<file path="src/rtl/gsm_lpc_analysis_div_seq.sv">
// Sequential Q15 fractional divider: 15-step restoring division of num/denum (0 <= num <= denum).
// Handshake: ap_start sampled in IDLE, ap_done/ap_ready pulse for one cycle with a registered result.
module gsm_lpc_analysis_div_seq #(
    parameter logic [31:0] ID        = 32'd1,
    parameter logic [31:0] NUM_STAGE = 32'd16
) (
    input  logic               ap_clk,
    input  logic               ap_rst,
    input  logic               ap_start,
    input  logic signed [15:0] num,
    input  logic signed [15:0] denum,
    output logic               ap_idle,
    output logic               ap_done,
    output logic               ap_ready,
    output logic signed [15:0] ap_return,
    output logic               ap_err
);

    typedef enum logic [1:0] {IDLE, CALC, DONE} state_t;

    state_t      state, state_nxt;
    logic [3:0]  cnt;
    logic [16:0] rem;
    logic [15:0] dvs;
    logic [15:0] quot;
    logic [16:0] rem_nxt;
    logic [15:0] quot_nxt;
    logic        bad_op;
    logic        zero_op;
    logic        last_step;

    // One restoring step; remainder stays below divisor, so the 17-bit shift cannot overflow.
    function automatic logic [32:0] restore_step(input logic [16:0] r,
                                                 input logic [15:0] d,
                                                 input logic [15:0] q);
        logic [16:0] r2;
        r2 = r << 1;
        if (r2 >= {1'b0, d})
            restore_step = {r2 - {1'b0, d}, (q << 1) | 16'd1};
        else
            restore_step = {r2, q << 1};
    endfunction

    assign bad_op    = (num < 16'sd0) || (denum <= 16'sd0) || (num > denum);
    assign zero_op   = (num == 16'sd0);
    assign last_step = (cnt == 4'd14);
    assign {rem_nxt, quot_nxt} = restore_step(rem, dvs, quot);

    always_comb begin
        state_nxt = state;
        ap_idle   = 1'b0;
        ap_done   = 1'b0;
        case (state)
            IDLE: begin
                ap_idle = 1'b1;
                if (ap_start)
                    state_nxt = (bad_op || zero_op) ? DONE : CALC;
            end
            CALC: begin
                if (last_step)
                    state_nxt = DONE;
            end
            DONE: begin
                ap_done   = 1'b1;
                state_nxt = IDLE;
            end
            default: state_nxt = IDLE;
        endcase
    end

    assign ap_ready = ap_done;

    always_ff @(posedge ap_clk) begin
        if (ap_rst) begin
            state     <= IDLE;
            cnt       <= 4'd0;
            ap_return <= 16'sd0;
            ap_err    <= 1'b0;
        end else begin
            state <= state_nxt;
            case (state)
                IDLE: begin
                    cnt <= 4'd0;
                    if (ap_start && (bad_op || zero_op)) begin
                        ap_return <= 16'sd0;
                        ap_err    <= bad_op;
                    end
                end
                CALC: begin
                    cnt <= cnt + 4'd1;
                    if (last_step) begin
                        ap_return <= $signed(quot_nxt & 16'h7fff);
                        ap_err    <= 1'b0;
                    end
                end
                default: cnt <= 4'd0;
            endcase
        end
    end

    // Datapath registers carry no reset; they are always reloaded on acceptance.
    always_ff @(posedge ap_clk) begin
        if (state == IDLE && ap_start) begin
            rem  <= {1'b0, num};
            dvs  <= denum;
            quot <= 16'd0;
        end else if (state == CALC) begin
            rem  <= rem_nxt;
            quot <= quot_nxt;
        end
    end

endmodule

</file>
<file path="config.mk">
export PLATFORM = sky130hd
export DESIGN_NAME = gsm_lpc_analysis_div_seq
export DESIGN_NICKNAME = d
export VERILOG_FILES = /design/src/rtl/gsm_lpc_analysis_div_seq.sv
export SDC_FILE = /design/constraint.sdc
export NUM_CORES = 1
export LEC_CHECK = 0
export ABC_AREA = 1
export CAP_MARGIN = 20
export CORE_UTILIZATION = 50
export DETAILED_ROUTE_END_ITERATION = 8
export PLACE_DENSITY = 0.76
export RECOVER_POWER = 50
export SLEW_MARGIN = 15
export SYNTH_ARGS = -nofsm -noshare
export SYNTH_HDL_FRONTEND = slang
export SYNTH_SLANG_ARGS = --single-unit
</file>
<file path="constraint.sdc">
create_clock -name ap_clk -period 2.1 [get_ports ap_clk]
set_clock_uncertainty 0.1 [all_clocks]
set_input_delay 0.42 -clock ap_clk [delete_from_list [all_inputs] [get_ports ap_clk]]
set_output_delay 0.42 -clock ap_clk [all_outputs]
set_load 0.01 [all_outputs]
</file>
==> run_summary.xml, run 1 <==
<?xml version="1.0" encoding="UTF-8"?>
<metrics>
  <group name="timing">
    <metric name="timing.hold.ws" unit="ps">169.3</metric>
    <metric name="achievable-frequency" unit="MHz">399.2</metric>
    <metric name="worst_slack_setup_final" unit="ps">-404.7</metric>
    <metric name="rsz0062_at_grt" unit="">true</metric>
    <metric name="slew_headroom" unit="">0.5087</metric>
    <metric name="setup_tns" unit="ps">-5320</metric>
    <metric name="period_minus_slack" unit="ps">2505</metric>
    <metric name="setup_viol" unit="">30</metric>
    <metric name="hold_viol" unit="">0</metric>
    <metric name="tightestPinTransition" unit="ps">734.3</metric>
    <metric name="min_period_over_period" unit="">1.193</metric>
    <metric name="final-max-slew-violation-count" unit="">0</metric>
  </group>
  <group name="critical_path">
    <metric name="cp.arrival" unit="ps">2510</metric>
    <metric name="worst-endpoint-required" unit="ps">2110</metric>
    <metric name="critical_path.most_common_cell" unit="">nand2_1</metric>
    <metric name="start_kind" unit="">flop</metric>
    <metric name="worst-path-max-fanout" unit="">5</metric>
    <metric name="cp_slowest_stage_delay" unit="ps">430</metric>
    <metric name="slowest_stage" unit="">edfxtp_1</metric>
    <metric name="endpoint_kind" unit="">flop</metric>
    <metric name="rr_worst_depth" unit="">9</metric>
    <metric name="worstSetupPathType" unit="">reg -&gt; reg</metric>
    <metric name="worstPathCellList" unit="">ha_1 -&gt; nand2_1 -&gt; nor4_2 -&gt; a211oi_2 -&gt; nand2_4 -&gt; clkbuf_16 -&gt; nand2_1 -&gt; nand3_1 -&gt; nand2_1</metric>
  </group>
  <group name="synth">
    <metric name="postSynthRegisterBits" unit="">68</metric>
    <metric name="syn_nets" unit="">615</metric>
    <metric name="ys_types" unit="">38</metric>
    <metric name="yosys.area.top_type_share" unit="">0.2312</metric>
    <metric name="ys_seq_area_frac" unit="">0.4046</metric>
    <metric name="yosysWarningCount" unit="">0</metric>
    <metric name="netlist_area" unit="sq mm">0.004156</metric>
    <metric name="ys_async_sr_fraction" unit="">0</metric>
    <metric name="number_of_enable_type_register_cells_in_the_synthesized_netlist" unit="">32</metric>
    <metric name="avgSynthCellArea" unit="sq um">7.627</metric>
    <metric name="synth_cells" unit="">545</metric>
    <metric name="area_contributors_post_synth" unit="">edfxtp_1 23%, dfxtp_1 17%, nand2_1 14%</metric>
    <metric name="netlist.top_cell.by_area" unit="">edfxtp_1</metric>
    <metric name="yosys_most_used_dff" unit="">dfxtp_1</metric>
  </group>
  <group name="route">
    <metric name="dr.pass1.iters" unit="">5</metric>
    <metric name="route.detailed.wl_per_inst" unit="microns">18.80</metric>
    <metric name="via_count" unit="">4626</metric>
    <metric name="drt_drc_violations_left" unit="">0</metric>
    <metric name="initialDrtViolationCount" unit="">398</metric>
    <metric name="detail-route-antenna-nets" unit="">0</metric>
    <metric name="route.detailed.vias_per_inst" unit="">5.711</metric>
    <metric name="wirelength" unit="microns">15230</metric>
  </group>
  <group name="power_and_ir_drop">
    <metric name="switchingPower" unit="mW">2.061</metric>
    <metric name="power.ir.vdd_worst" unit="mV">0.5428</metric>
    <metric name="switching_share" unit="">0.3803</metric>
    <metric name="seq_power_share" unit="">0.311</metric>
    <metric name="pd_cells" unit="mW/mm^2">866.9</metric>
    <metric name="clock_power_share" unit="">0.219</metric>
    <metric name="power.internal" unit="mW">3.358</metric>
    <metric name="p_leak" unit="nW">2.925</metric>
    <metric name="comb_power_share" unit="">0.470</metric>
  </group>
  <group name="layout">
    <metric name="layout.cells.non_filler" unit="">810</metric>
    <metric name="drive_gt1_frac" unit="">0.3658</metric>
    <metric name="area_delta_synth_final" unit="%">50.39</metric>
    <metric name="post_layout_net_count" unit="">773</metric>
    <metric name="final.fill_count" unit="">448</metric>
    <metric name="n_antenna_cell" unit="">0</metric>
  </group>
  <group name="floorplanning">
    <metric name="design.core.area" unit="sq mm">0.007888</metric>
    <metric name="floorplan.die.height" unit="microns">93.18</metric>
    <metric name="die_x" unit="microns">93.18</metric>
    <metric name="io_pins" unit="">55</metric>
    <metric name="design.die.area" unit="sq mm">0.008682</metric>
    <metric name="initial_core_utilization" unit="">0.5270</metric>
    <metric name="row_count" unit="">32</metric>
  </group>
  <group name="clock_tree">
    <metric name="cts_tree" unit="">built</metric>
    <metric name="cts-hold-fix-buffers" unit="">0</metric>
    <metric name="cts_buffers" unit="">9</metric>
    <metric name="clk_pin_slew_worst_paths" unit="ps">90</metric>
    <metric name="cts-root-to-sink-buffers" unit="">2</metric>
    <metric name="cts.root.buffer_cell" unit="">clkbuf_8</metric>
    <metric name="maximum_level_of_the_cts_h_tree" unit="">3</metric>
    <metric name="clk-insertion-delay-late" unit="ps">380</metric>
    <metric name="clkSinkCount" unit="">68</metric>
  </group>
  <group name="place">
    <metric name="numPlacedInstances" unit="">758</metric>
    <metric name="port_buffers" unit="">53</metric>
    <metric name="pre_cts_slack" unit="ps">-606.5</metric>
    <metric name="hpwl_after_dpl" unit="microns">8008</metric>
    <metric name="routabilityCongestion" unit="">0.9668</metric>
  </group>
  <group name="grt">
    <metric name="grt_pass1_vias" unit="">4219</metric>
    <metric name="first_pass_grt_wire_length" unit="microns">19980</metric>
    <metric name="grt_remaining_overflow" unit="">0</metric>
    <metric name="grt_start_max_net_pins" unit="">34</metric>
    <metric name="grt_util_all_layers" unit="">0.2985</metric>
    <metric name="number_of_antenna_violations_at_the_first_check_in_global_routing" unit="">0</metric>
  </group>
  <group name="run_status">
    <metric name="run_status" unit="">finished, violations left</metric>
    <metric name="failed_checks" unit="">setup timing</metric>
  </group>
  <group name="job">
    <metric name="maxCapViolCount" unit="">0</metric>
  </group>
  <group name="hold_path">
    <metric name="timing.hold.worst.class" unit="">in -&gt; reg</metric>
    <metric name="hold_depth" unit="">1</metric>
  </group>
</metrics>
path summary, 6_finish.rpt:
path	from	to	slack, ps
setup / recovery	rem[12]$_DFFE_PP_	rem[15]$_DFFE_PP_	-400
hold / removal	denum[4]	dvs[4]$_DFFE_PP_	170
setup reg to reg	rem[12]$_DFFE_PP_	rem[15]$_DFFE_PP_	-400
hold reg to reg	quot[1]$_SDFFE_PP0P_	quot[1]$_SDFFE_PP0P_	360
logic make-up (layout without fill, tap and decap cells):
family | after synthesis | in the layout | share of synthesized area
and+or+nand+nor | 277 | 277 | 0.2830
buffers and inverters | 99 | 262 | 0.1005
DFF | 68 | 68 | 0.4046
AOI/OAI and AO/OA | 53 | 53 | 0.07857
adders and majority gates | 35 | 35 | 0.1072
xor gates and xnor gates | 12 | 12 | 0.02529
other | 1 | 1 | 0.0009022
cell usage after synthesis, types with 2 or more instances:
cell type / number
edfxtp_1: 32
a21o_1: 3
nor4_1: 6
a21oi_2: 2
o21ai_1: 7
a21oi_1: 20
nand3_1: 37
nor2_2: 2
nor3b_1: 2
o21bai_1: 2
nand2_1: 152
nand4_1: 6
o22ai_1: 3
xor2_1: 4
nand2_2: 5
nor2_1: 61
xnor2_1: 8
nand3_2: 2
buf_4: 3
buf_2: 4
clkbuf_1: 3
dfxtp_1: 36
inv_1: 80
inv_2: 4
ha_1: 34
nand2_4: 2
o21ai_0: 11
buf_6: 4
state kept, by name (all words and copies together) (netlist names):
register   count
dvs           16
rem           16
ap_return     15
quot          14
cnt            4
state          2
ap_err         1
placed cells by master (no fill, tap or decap), drive strengths merged:
master         Yosys  final
nand2            159    159
buf               11    110
inv               84     86
nor2              63     63
clkbuf             3     40
nand3             39     39
dfxtp             36     36
ha                34     34
edfxtp            32     32
a21oi             22     22
clkdlybuf4s50      0     21
o21ai             18     18
xnor2              8      8
nand4              6      6
nor4               6      6
xor2               4      4
a21o               3      3
o22ai              3      3
o21bai             3      3
clkinv             1      3
nor3b              2      2
nor3               2      2
a21boi             1      1
a211oi             1      1
o211a              1      1
o21a               1      1
fa                 1      1
conb               1      1
bufinv             0      1
clkinvlp           0      1
what timing repair did:
item / in CTS / in global routing
pin swaps: 29 / 47
setup buffers: 18 / 15
gates resized for setup: 147 / 114
gates cloned: 3 / 1
endpoints found under the setup margin: 33 / 34
worst max-delay path: cells and delay by family (launching register included):
kind                     cells  cell delay, ps
buffers and inverters        1             190
adder cells (fa/ha/maj)      1             350
AND/OR/NAND/NOR              6             990
AO/OA/AOI/OAI                1             180
flip-flops                   1             430
layer usage:
metal / wire (microns) / vias up / track usage
met3: 1238 / 87 / 0.05772
met2: 7461 / 299 / 0.5055
met4: 820 / 0 / 0.1397
met5: 0 / - / 0
met1: 5705 / 2179 / 0.3647
li1: - / 2061 / -
through the flow:
step                        util  cell area (sq um)  total power, mW
final                     0.7925               6251            5.419
after global placement    0.6734               5311            3.501
after CTS                 0.7576               5976            4.931
after detailed placement  0.6734               5311            3.564
after floorplan                -               4187            2.839
after global routing      0.7925               6251            5.642
layout make-up:
class                      instances  area [sq um]  share of cell area
timing repair inverter             1         7.507            0.001201
multi-input combinational        378          2634              0.4213
timing repair buffer             160          1261              0.2018
tap                              102         127.6             0.02042
sequential                        68          1682              0.2690
inverter                          85         339.1             0.05424
clock buffer                      11         141.4             0.02262
clock inverter                     5         58.81            0.009408
power groups by stage:
stage	Sequential, mW	Combinational, mW	Clock (mW)
6_report	1.69	2.55	1.19
5_1_grt	1.70	2.71	1.23
4_1_cts	1.68	2.11	1.14
3_5_place_dp	1.68	1.88	0
3_3_place_gp	1.68	1.83	0
2_1_floorplan	1.68	1.16	0
No activity file was read; power rests on OpenSTA's default activity.
==> inputs of run 2 (changes only) <==
MAX_ROUTING_LAYER = met4   (was not set)
==> run 2 against run 1 <==
- the flow still finishes with violations (setup timing)
- first-iteration DRC count grew 7.5%
- register-to-register slack gained 50 ps
- cell count is 2.2% lower
- utilization is 0.079 points lower
- clock power decreased by 6%
- clock-buffer cell count decreased by 1
- worst hold slack better by 15 ps
- combinational power increased by 12%
- maximum frequency increased by 1.9%
==> run_summary.xml, run 2 (same netlist as run 1, synthesis figures left out) <==
<?xml version="1.0" encoding="UTF-8"?>
<metrics>
  <group name="layout">
    <metric name="finalInstanceArea" unit="sq mm">0.006245</metric>
    <metric name="post_layout_net_count" unit="">755</metric>
    <metric name="area_delta_synth_final" unit="%">50.24</metric>
    <metric name="n_antenna_cell" unit="">0</metric>
    <metric name="drive_gt1_frac" unit="">0.3768</metric>
    <metric name="layout_commonest_cell" unit="">nand2_1</metric>
    <metric name="top_regs" unit="">dvs: 16 flops, rem: 16 flops, ap_return: 15 flops</metric>
    <metric name="register_area" unit="sq mm">0.001682</metric>
    <metric name="layout_common_cells" unit="">118 x nand2_1, 73 x buf_4, 63 x inv_1, 52 x nor2_1, 36 x dfxtp_1</metric>
    <metric name="multi_input_area" unit="sq mm">0.002769</metric>
    <metric name="final.fill_count" unit="">459</metric>
  </group>
  <group name="hold_path">
    <metric name="timing.hold.worst.class" unit="">in -&gt; reg</metric>
  </group>
  <group name="job">
    <metric name="maxCapViolCount" unit="">0</metric>
  </group>
  <group name="grt">
    <metric name="grt_use_met2" unit="">0.4963</metric>
    <metric name="first_pass_grt_wire_length" unit="microns">19200</metric>
    <metric name="number_of_antenna_violations_at_the_first_check_in_global_routing" unit="">0</metric>
    <metric name="grt_util_all_layers" unit="">0.2957</metric>
    <metric name="grt_remaining_overflow" unit="">0</metric>
    <metric name="grt_pass1_vias" unit="">4143</metric>
    <metric name="grt-busiest-layer" unit="">met2</metric>
    <metric name="grt_util_met1" unit="">0.3553</metric>
    <metric name="gr-usage-met3" unit="">0.04797</metric>
    <metric name="grt_start_max_net_pins" unit="">34</metric>
  </group>
  <group name="place">
    <metric name="dpl_cell_area" unit="sq mm">0.005304</metric>
    <metric name="hpwl_after_dpl" unit="microns">8111</metric>
    <metric name="routabilityCongestion" unit="">0.9846</metric>
    <metric name="port_buffers" unit="">53</metric>
  </group>
  <group name="floorplanning">
    <metric name="io_pins" unit="">55</metric>
    <metric name="design.die.area" unit="sq mm">0.008682</metric>
    <metric name="die_x" unit="microns">93.18</metric>
    <metric name="row_count" unit="">32</metric>
    <metric name="floorplan.die.height" unit="microns">93.18</metric>
    <metric name="initial_core_utilization" unit="">0.5270</metric>
    <metric name="design.core.area" unit="sq mm">0.007888</metric>
  </group>
  <group name="power_and_ir_drop">
    <metric name="pd_cells" unit="mW/mm^2">906.8</metric>
    <metric name="finalPower" unit="mW">5.663</metric>
    <metric name="comb_power_share" unit="">0.503</metric>
    <metric name="power.internal" unit="mW">3.444</metric>
    <metric name="switching_share" unit="">0.3918</metric>
    <metric name="power.ir.vdd_worst" unit="mV">0.6385</metric>
    <metric name="switchingPower" unit="mW">2.219</metric>
    <metric name="seq_power_share" unit="">0.298</metric>
    <metric name="p_leak" unit="nW">2.927</metric>
    <metric name="clock_power_share" unit="">0.199</metric>
  </group>
  <group name="route">
    <metric name="drt_drc_violations_left" unit="">0</metric>
    <metric name="via_count" unit="">4515</metric>
    <metric name="dr.pass1.iters" unit="">6</metric>
    <metric name="wirelength" unit="microns">14860</metric>
    <metric name="route.detailed.vias_per_inst" unit="">5.701</metric>
    <metric name="initialDrtViolationCount" unit="">428</metric>
    <metric name="detail-route-antenna-nets" unit="">0</metric>
    <metric name="route.detailed.wl_per_inst" unit="microns">18.76</metric>
  </group>
  <group name="timing">
    <metric name="slew_headroom" unit="">0.4626</metric>
    <metric name="final-max-slew-violation-count" unit="">0</metric>
    <metric name="min_period_over_period" unit="">1.171</metric>
    <metric name="timing.hold.ws" unit="ps">184.7</metric>
    <metric name="achievable-frequency" unit="MHz">406.8</metric>
    <metric name="hold_viol" unit="">0</metric>
    <metric name="rsz0062_at_grt" unit="">true</metric>
    <metric name="period_minus_slack" unit="ps">2458</metric>
    <metric name="setup_tns" unit="ps">-7018</metric>
    <metric name="worst_slack_setup_final" unit="ps">-358.2</metric>
    <metric name="setup_viol" unit="">39</metric>
    <metric name="tightestPinTransition" unit="ps">803.1</metric>
  </group>
  <group name="critical_path">
    <metric name="slowest_stage" unit="">edfxtp_1</metric>
    <metric name="worst-endpoint-required" unit="ps">2120</metric>
    <metric name="start_kind" unit="">flop</metric>
    <metric name="cp.arrival" unit="ps">2480</metric>
    <metric name="worstSetupPathType" unit="">reg -&gt; reg</metric>
    <metric name="critical_path.most_common_cell" unit="">nand2_1</metric>
    <metric name="worstPathCellList" unit="">ha_4 -&gt; nand2_1 -&gt; nor4_4 -&gt; a211oi_4 -&gt; nand2_8 -&gt; buf_8 -&gt; o21ai_1 -&gt; nand3_1 -&gt; nand2_1</metric>
    <metric name="cp_slowest_stage_delay" unit="ps">440</metric>
    <metric name="worst-path-max-fanout" unit="">6</metric>
    <metric name="endpoint_kind" unit="">flop</metric>
  </group>
  <group name="clock_tree">
    <metric name="clk-insertion-delay-late" unit="ps">370</metric>
    <metric name="cts-root-to-sink-buffers" unit="">2</metric>
    <metric name="cts_tree" unit="">built</metric>
    <metric name="cts_buffers" unit="">9</metric>
    <metric name="clkSinkCount" unit="">68</metric>
    <metric name="maximum_level_of_the_cts_h_tree" unit="">3</metric>
    <metric name="cts.root.buffer_cell" unit="">clkbuf_8</metric>
    <metric name="cts-hold-fix-buffers" unit="">0</metric>
    <metric name="clk_pin_slew_worst_paths" unit="ps">90</metric>
  </group>
  <group name="run_status">
    <metric name="failed_checks" unit="">setup timing</metric>
    <metric name="run_status" unit="">finished, violations left</metric>
  </group>
</metrics>
[run 2: cell count changes in the layout (fill, tap and decap cells not counted), sizes merged]
| cell | before | now |
|---|---|---|
| buf | 110 | 84 |
| clkbuf | 40 | 45 |
| clkinv | 3 | 5 |
| clkdlybuf4s15 | 0 | 1 |
| clkdlybuf4s25 | 0 | 1 |
| clkdlybuf4s50 | 21 | 20 |
| clkinvlp | 1 | 0 |
| dlygate4sd3 | 0 | 1 |
[run 2: repair_timing]
action                                  CTS  global route
buffers inserted                          6             9
endpoints found under the setup margin   33            34
gates resized for setup                  99           158
gates cloned                              2             2
pin swaps                                25            38
[run 2: critical path: cells and delay by family, from the launching register on]
family | cells | cell delay, ps
and+or+nand+nor | 5 | 960
adders and majority gates | 1 | 360
AOI/OAI and AO/OA | 2 | 230
buffers and inverters | 1 | 140
DFF | 1 | 440
[run 2: final timing paths]
| check | start | end | slack [ps] | cells past startpoint |
|---|---|---|---|---|
| max | rem[1]$_DFFE_PP_ | rem[14]$_DFFE_PP_ | -360 | 9 |
| min | denum[10] | dvs[10]$_DFFE_PP_ | 180 | 1 |
| max reg2reg | rem[1]$_DFFE_PP_ | rem[14]$_DFFE_PP_ | -360 | 9 |
| min reg2reg | quot[3]$_SDFFE_PP0P_ | quot[3]$_SDFFE_PP0P_ | 360 | 2 |
[run 2: power by group through the flow]
| stage | logic [mW] | registers [mW] | clock network [mW] |
|---|---|---|---|
| 2_1_floorplan | 1.16 | 1.68 | 0 |
| 3_3_place_gp | 1.82 | 1.68 | 0 |
| 3_5_place_dp | 1.89 | 1.69 | 0 |
| 4_1_cts | 2.12 | 1.68 | 1.11 |
| 5_1_grt | 3.02 | 1.70 | 1.15 |
| 6_report | 2.85 | 1.69 | 1.12 |
[run 2: routing by layer]
| layer | part of all wire | wire (microns) |
|---|---|---|
| met2 | 0.49 | 7267 |
| met3 | 0.082 | 1218 |
| met4 | 0.051 | 754 |
| met1 | 0.38 | 5616 |
| met5 | 0 | 0 |
[run 2: cell type report]
| type | count | area share |
|---|---|---|
| clock buffer | 10 | 0.02044 |
| clock inverter | 6 | 0.009818 |
| inverter | 85 | 0.05350 |
| multi-input combinational | 378 | 0.4434 |
| sequential | 68 | 0.2693 |
| tap | 102 | 0.02044 |
| timing repair buffer | 142 | 0.1805 |
| timing repair inverter | 1 | 0.002605 |
[run 2: through the flow]
stage,util,instances,setup slack [ps]
4_1_cts,0.7424,781,-88.27
3_5_place_dp,0.6724,757,-646.3
2_1_floorplan,-,545,25.75
5_1_grt,0.7917,792,-453.2
6_report,0.7917,792,-358.2
3_3_place_gp,0.6724,757,-507.3
==> inputs of run 3 (changes only) <==
CORE_UTILIZATION = 55   (was 50)
PLACE_DENSITY = 0.8   (was 0.76)
clock period = 3 ns   (was 2.1 ns; I/O delays follow)
==> run 3 against run 2 <==
- the flow now finishes without violations
- die area shrank 8.9%
- highest routed layer unchanged
- combinational power shrank 62%
- routed wire length shrank 32%
- final area shrank 20%
- critical path depth grew 5
==> run_summary.xml, run 3 (same netlist as run 1, synthesis figures left out) <==
<?xml version="1.0" encoding="UTF-8"?>
<metrics>
  <group name="timing">
    <metric name="rsz0062_at_grt" unit="">false</metric>
    <metric name="tightestPinTransition" unit="ps">790.6</metric>
    <metric name="hold_viol" unit="">0</metric>
    <metric name="worst_slack_setup_final" unit="ps">288.3</metric>
    <metric name="setup_viol" unit="">0</metric>
    <metric name="achievable-frequency" unit="MHz">368.8</metric>
    <metric name="slew_headroom" unit="">0.4730</metric>
    <metric name="final-max-slew-violation-count" unit="">0</metric>
    <metric name="min_period_over_period" unit="">0.9039</metric>
    <metric name="period_minus_slack" unit="ps">2712</metric>
    <metric name="setup_tns" unit="ps">0</metric>
  </group>
  <group name="grt">
    <metric name="grt_remaining_overflow" unit="">0</metric>
    <metric name="grt-busiest-layer" unit="">met2</metric>
    <metric name="gr-usage-met3" unit="">0.05355</metric>
    <metric name="grt_util_all_layers" unit="">0.2930</metric>
    <metric name="grt_use_met2" unit="">0.4699</metric>
    <metric name="grt_pass1_vias" unit="">3662</metric>
    <metric name="first_pass_grt_wire_length" unit="microns">16820</metric>
    <metric name="number_of_antenna_violations_at_the_first_check_in_global_routing" unit="">0</metric>
    <metric name="grt_util_met1" unit="">0.3658</metric>
    <metric name="grt_start_max_net_pins" unit="">34</metric>
  </group>
  <group name="hold_path">
    <metric name="timing.hold.worst.class" unit="">reg -&gt; reg</metric>
  </group>
  <group name="floorplanning">
    <metric name="design.die.area" unit="sq mm">0.007909</metric>
    <metric name="io_pins" unit="">55</metric>
    <metric name="design.core.area" unit="sq mm">0.007292</metric>
    <metric name="floorplan.die.height" unit="microns">88.93</metric>
    <metric name="initial_core_utilization" unit="">0.5700</metric>
    <metric name="die_x" unit="microns">88.93</metric>
    <metric name="row_count" unit="">31</metric>
  </group>
  <group name="route">
    <metric name="wirelength" unit="microns">10130</metric>
    <metric name="via_count" unit="">3755</metric>
    <metric name="route.detailed.vias_per_inst" unit="">5.266</metric>
    <metric name="dr.pass1.iters" unit="">4</metric>
    <metric name="drt_drc_violations_left" unit="">0</metric>
    <metric name="initialDrtViolationCount" unit="">174</metric>
    <metric name="detail-route-antenna-nets" unit="">0</metric>
    <metric name="route.detailed.wl_per_inst" unit="microns">14.20</metric>
  </group>
  <group name="power_and_ir_drop">
    <metric name="clock_power_share" unit="">0.254</metric>
    <metric name="switching_share" unit="">0.3554</metric>
    <metric name="power.internal" unit="mW">1.943</metric>
    <metric name="power.ir.vdd_worst" unit="mV">0.2741</metric>
    <metric name="seq_power_share" unit="">0.383</metric>
    <metric name="pd_cells" unit="mW/mm^2">602.1</metric>
    <metric name="comb_power_share" unit="">0.363</metric>
    <metric name="switchingPower" unit="mW">1.072</metric>
    <metric name="p_leak" unit="nW">2.461</metric>
  </group>
  <group name="layout">
    <metric name="n_antenna_cell" unit="">0</metric>
    <metric name="post_layout_net_count" unit="">679</metric>
    <metric name="top_regs" unit="">dvs: 16 flops, rem: 16 flops, ap_return: 15 flops</metric>
    <metric name="drive_gt1_frac" unit="">0.07329</metric>
    <metric name="layout_common_cells" unit="">153 x nand2_1, 81 x inv_1, 62 x nor2_1, 37 x nand3_1, 36 x dfxtp_1</metric>
    <metric name="layout_commonest_cell" unit="">nand2_1</metric>
    <metric name="area_delta_synth_final" unit="%">20.47</metric>
  </group>
  <group name="critical_path">
    <metric name="worstSetupPathType" unit="">in -&gt; reg</metric>
    <metric name="worst-path-max-fanout" unit="">13</metric>
    <metric name="cp_slowest_stage_delay" unit="ps">510</metric>
    <metric name="cp.arrival" unit="ps">2860</metric>
    <metric name="slowest_stage" unit="">clkdlybuf4s50_1</metric>
    <metric name="worstPathCellList" unit="">clkdlybuf4s50_1 -&gt; inv_1 -&gt; ha_1 -&gt; nand2_1 -&gt; o21bai_1 -&gt; nand2_1 -&gt; a21oi_2 -&gt; nand3_1 -&gt; nand3_2 -&gt; nand4_1 -&gt; nand2_2 -&gt; inv_2 -&gt; nor2_1 -&gt; nor2_1</metric>
    <metric name="worst-endpoint-required" unit="ps">3150</metric>
    <metric name="start_kind" unit="">primary input</metric>
    <metric name="endpoint_kind" unit="">flop</metric>
  </group>
  <group name="clock_tree">
    <metric name="post-cts-setup-buffers" unit="">0</metric>
    <metric name="clkSinkCount" unit="">68</metric>
    <metric name="clk_pin_slew_worst_paths" unit="ps">80</metric>
    <metric name="maximum_level_of_the_cts_h_tree" unit="">3</metric>
    <metric name="cts_buffers" unit="">9</metric>
    <metric name="clk-insertion-delay-late" unit="ps">350</metric>
    <metric name="cts_tree" unit="">built</metric>
    <metric name="postCtsResizedCells" unit="">0</metric>
    <metric name="cts-root-to-sink-buffers" unit="">2</metric>
    <metric name="cts-hold-fix-buffers" unit="">0</metric>
    <metric name="cts.root.buffer_cell" unit="">clkbuf_8</metric>
  </group>
  <group name="run_status">
    <metric name="run_status" unit="">finished clean</metric>
  </group>
  <group name="place">
    <metric name="hpwl_after_dpl" unit="microns">7620</metric>
    <metric name="routabilityCongestion" unit="">0.8701</metric>
    <metric name="pre_cts_slack" unit="ps">-37.31</metric>
    <metric name="port_buffers" unit="">53</metric>
  </group>
  <group name="job">
    <metric name="maxCapViolCount" unit="">0</metric>
  </group>
</metrics>
==> run 3: stage by stage <==
step	std cells	hold slack [ps]	power, mW	utilization	cell area [sq um]
after global placement	697	328.4	2.232	0.6606	4817
after global routing	713	380.1	3.212	0.6867	5007
after CTS	713	354.0	3.031	0.6877	5015
final	713	353.7	3.015	0.6867	5007
after floorplan	545	319.1	1.972	-	4156
after detailed placement	697	338.8	2.271	0.6606	4817
==> run 3: routing by layer <==
layer | share of wire | routed length, microns
met1 | 0.46 | 4622
met2 | 0.47 | 4762
met3 | 0.050 | 511
met4 | 0.023 | 229
met5 | 0 | 0
==> run 3: path summary, 6_finish.rpt <==
path / from / slack [ps] / endpoint / depth (start not counted)
setup / recovery: denum[15] / 290 / ap_return[12]$_SDFFE_PP0P_ / 14
hold / removal: quot[4]$_SDFFE_PP0P_ / 350 / quot[4]$_SDFFE_PP0P_ / 2
setup reg to reg: rem[1]$_DFFE_PP_ / 450 / rem[15]$_DFFE_PP_ / 13
hold reg to reg: quot[4]$_SDFFE_PP0P_ / 350 / quot[4]$_SDFFE_PP0P_ / 2
==> run 3: power by group through the flow <==
stage                     Clock, mW  Combinational, mW  Sequential, mW
after floorplan                   0              0.797            1.17
after global placement            0               1.06            1.17
after detailed placement          0               1.10            1.17
after CTS                     0.769               1.11            1.15
after global routing          0.813               1.23            1.17
final                         0.766               1.09            1.15
==> run 3: critical path, delay by kind of cell <==
kind,cells,cell delay (ps)
and+or+nand+nor,8,950
buffers and inverters,3,720
adders and majority gates,1,330
AOI/OAI and AO/OA,2,260
==> run 3: layout make-up <==
cell class	instances	area, sq um
Timing Repair Buffer	67	633.1
Tap cell	99	123.9
Fill cell	634	2285
Multi-Input combinational cell	378	2052
Inverter	85	319.1
Clock inverter	3	16.27
Clock buffer	13	181.4
Sequential cell	68	1682
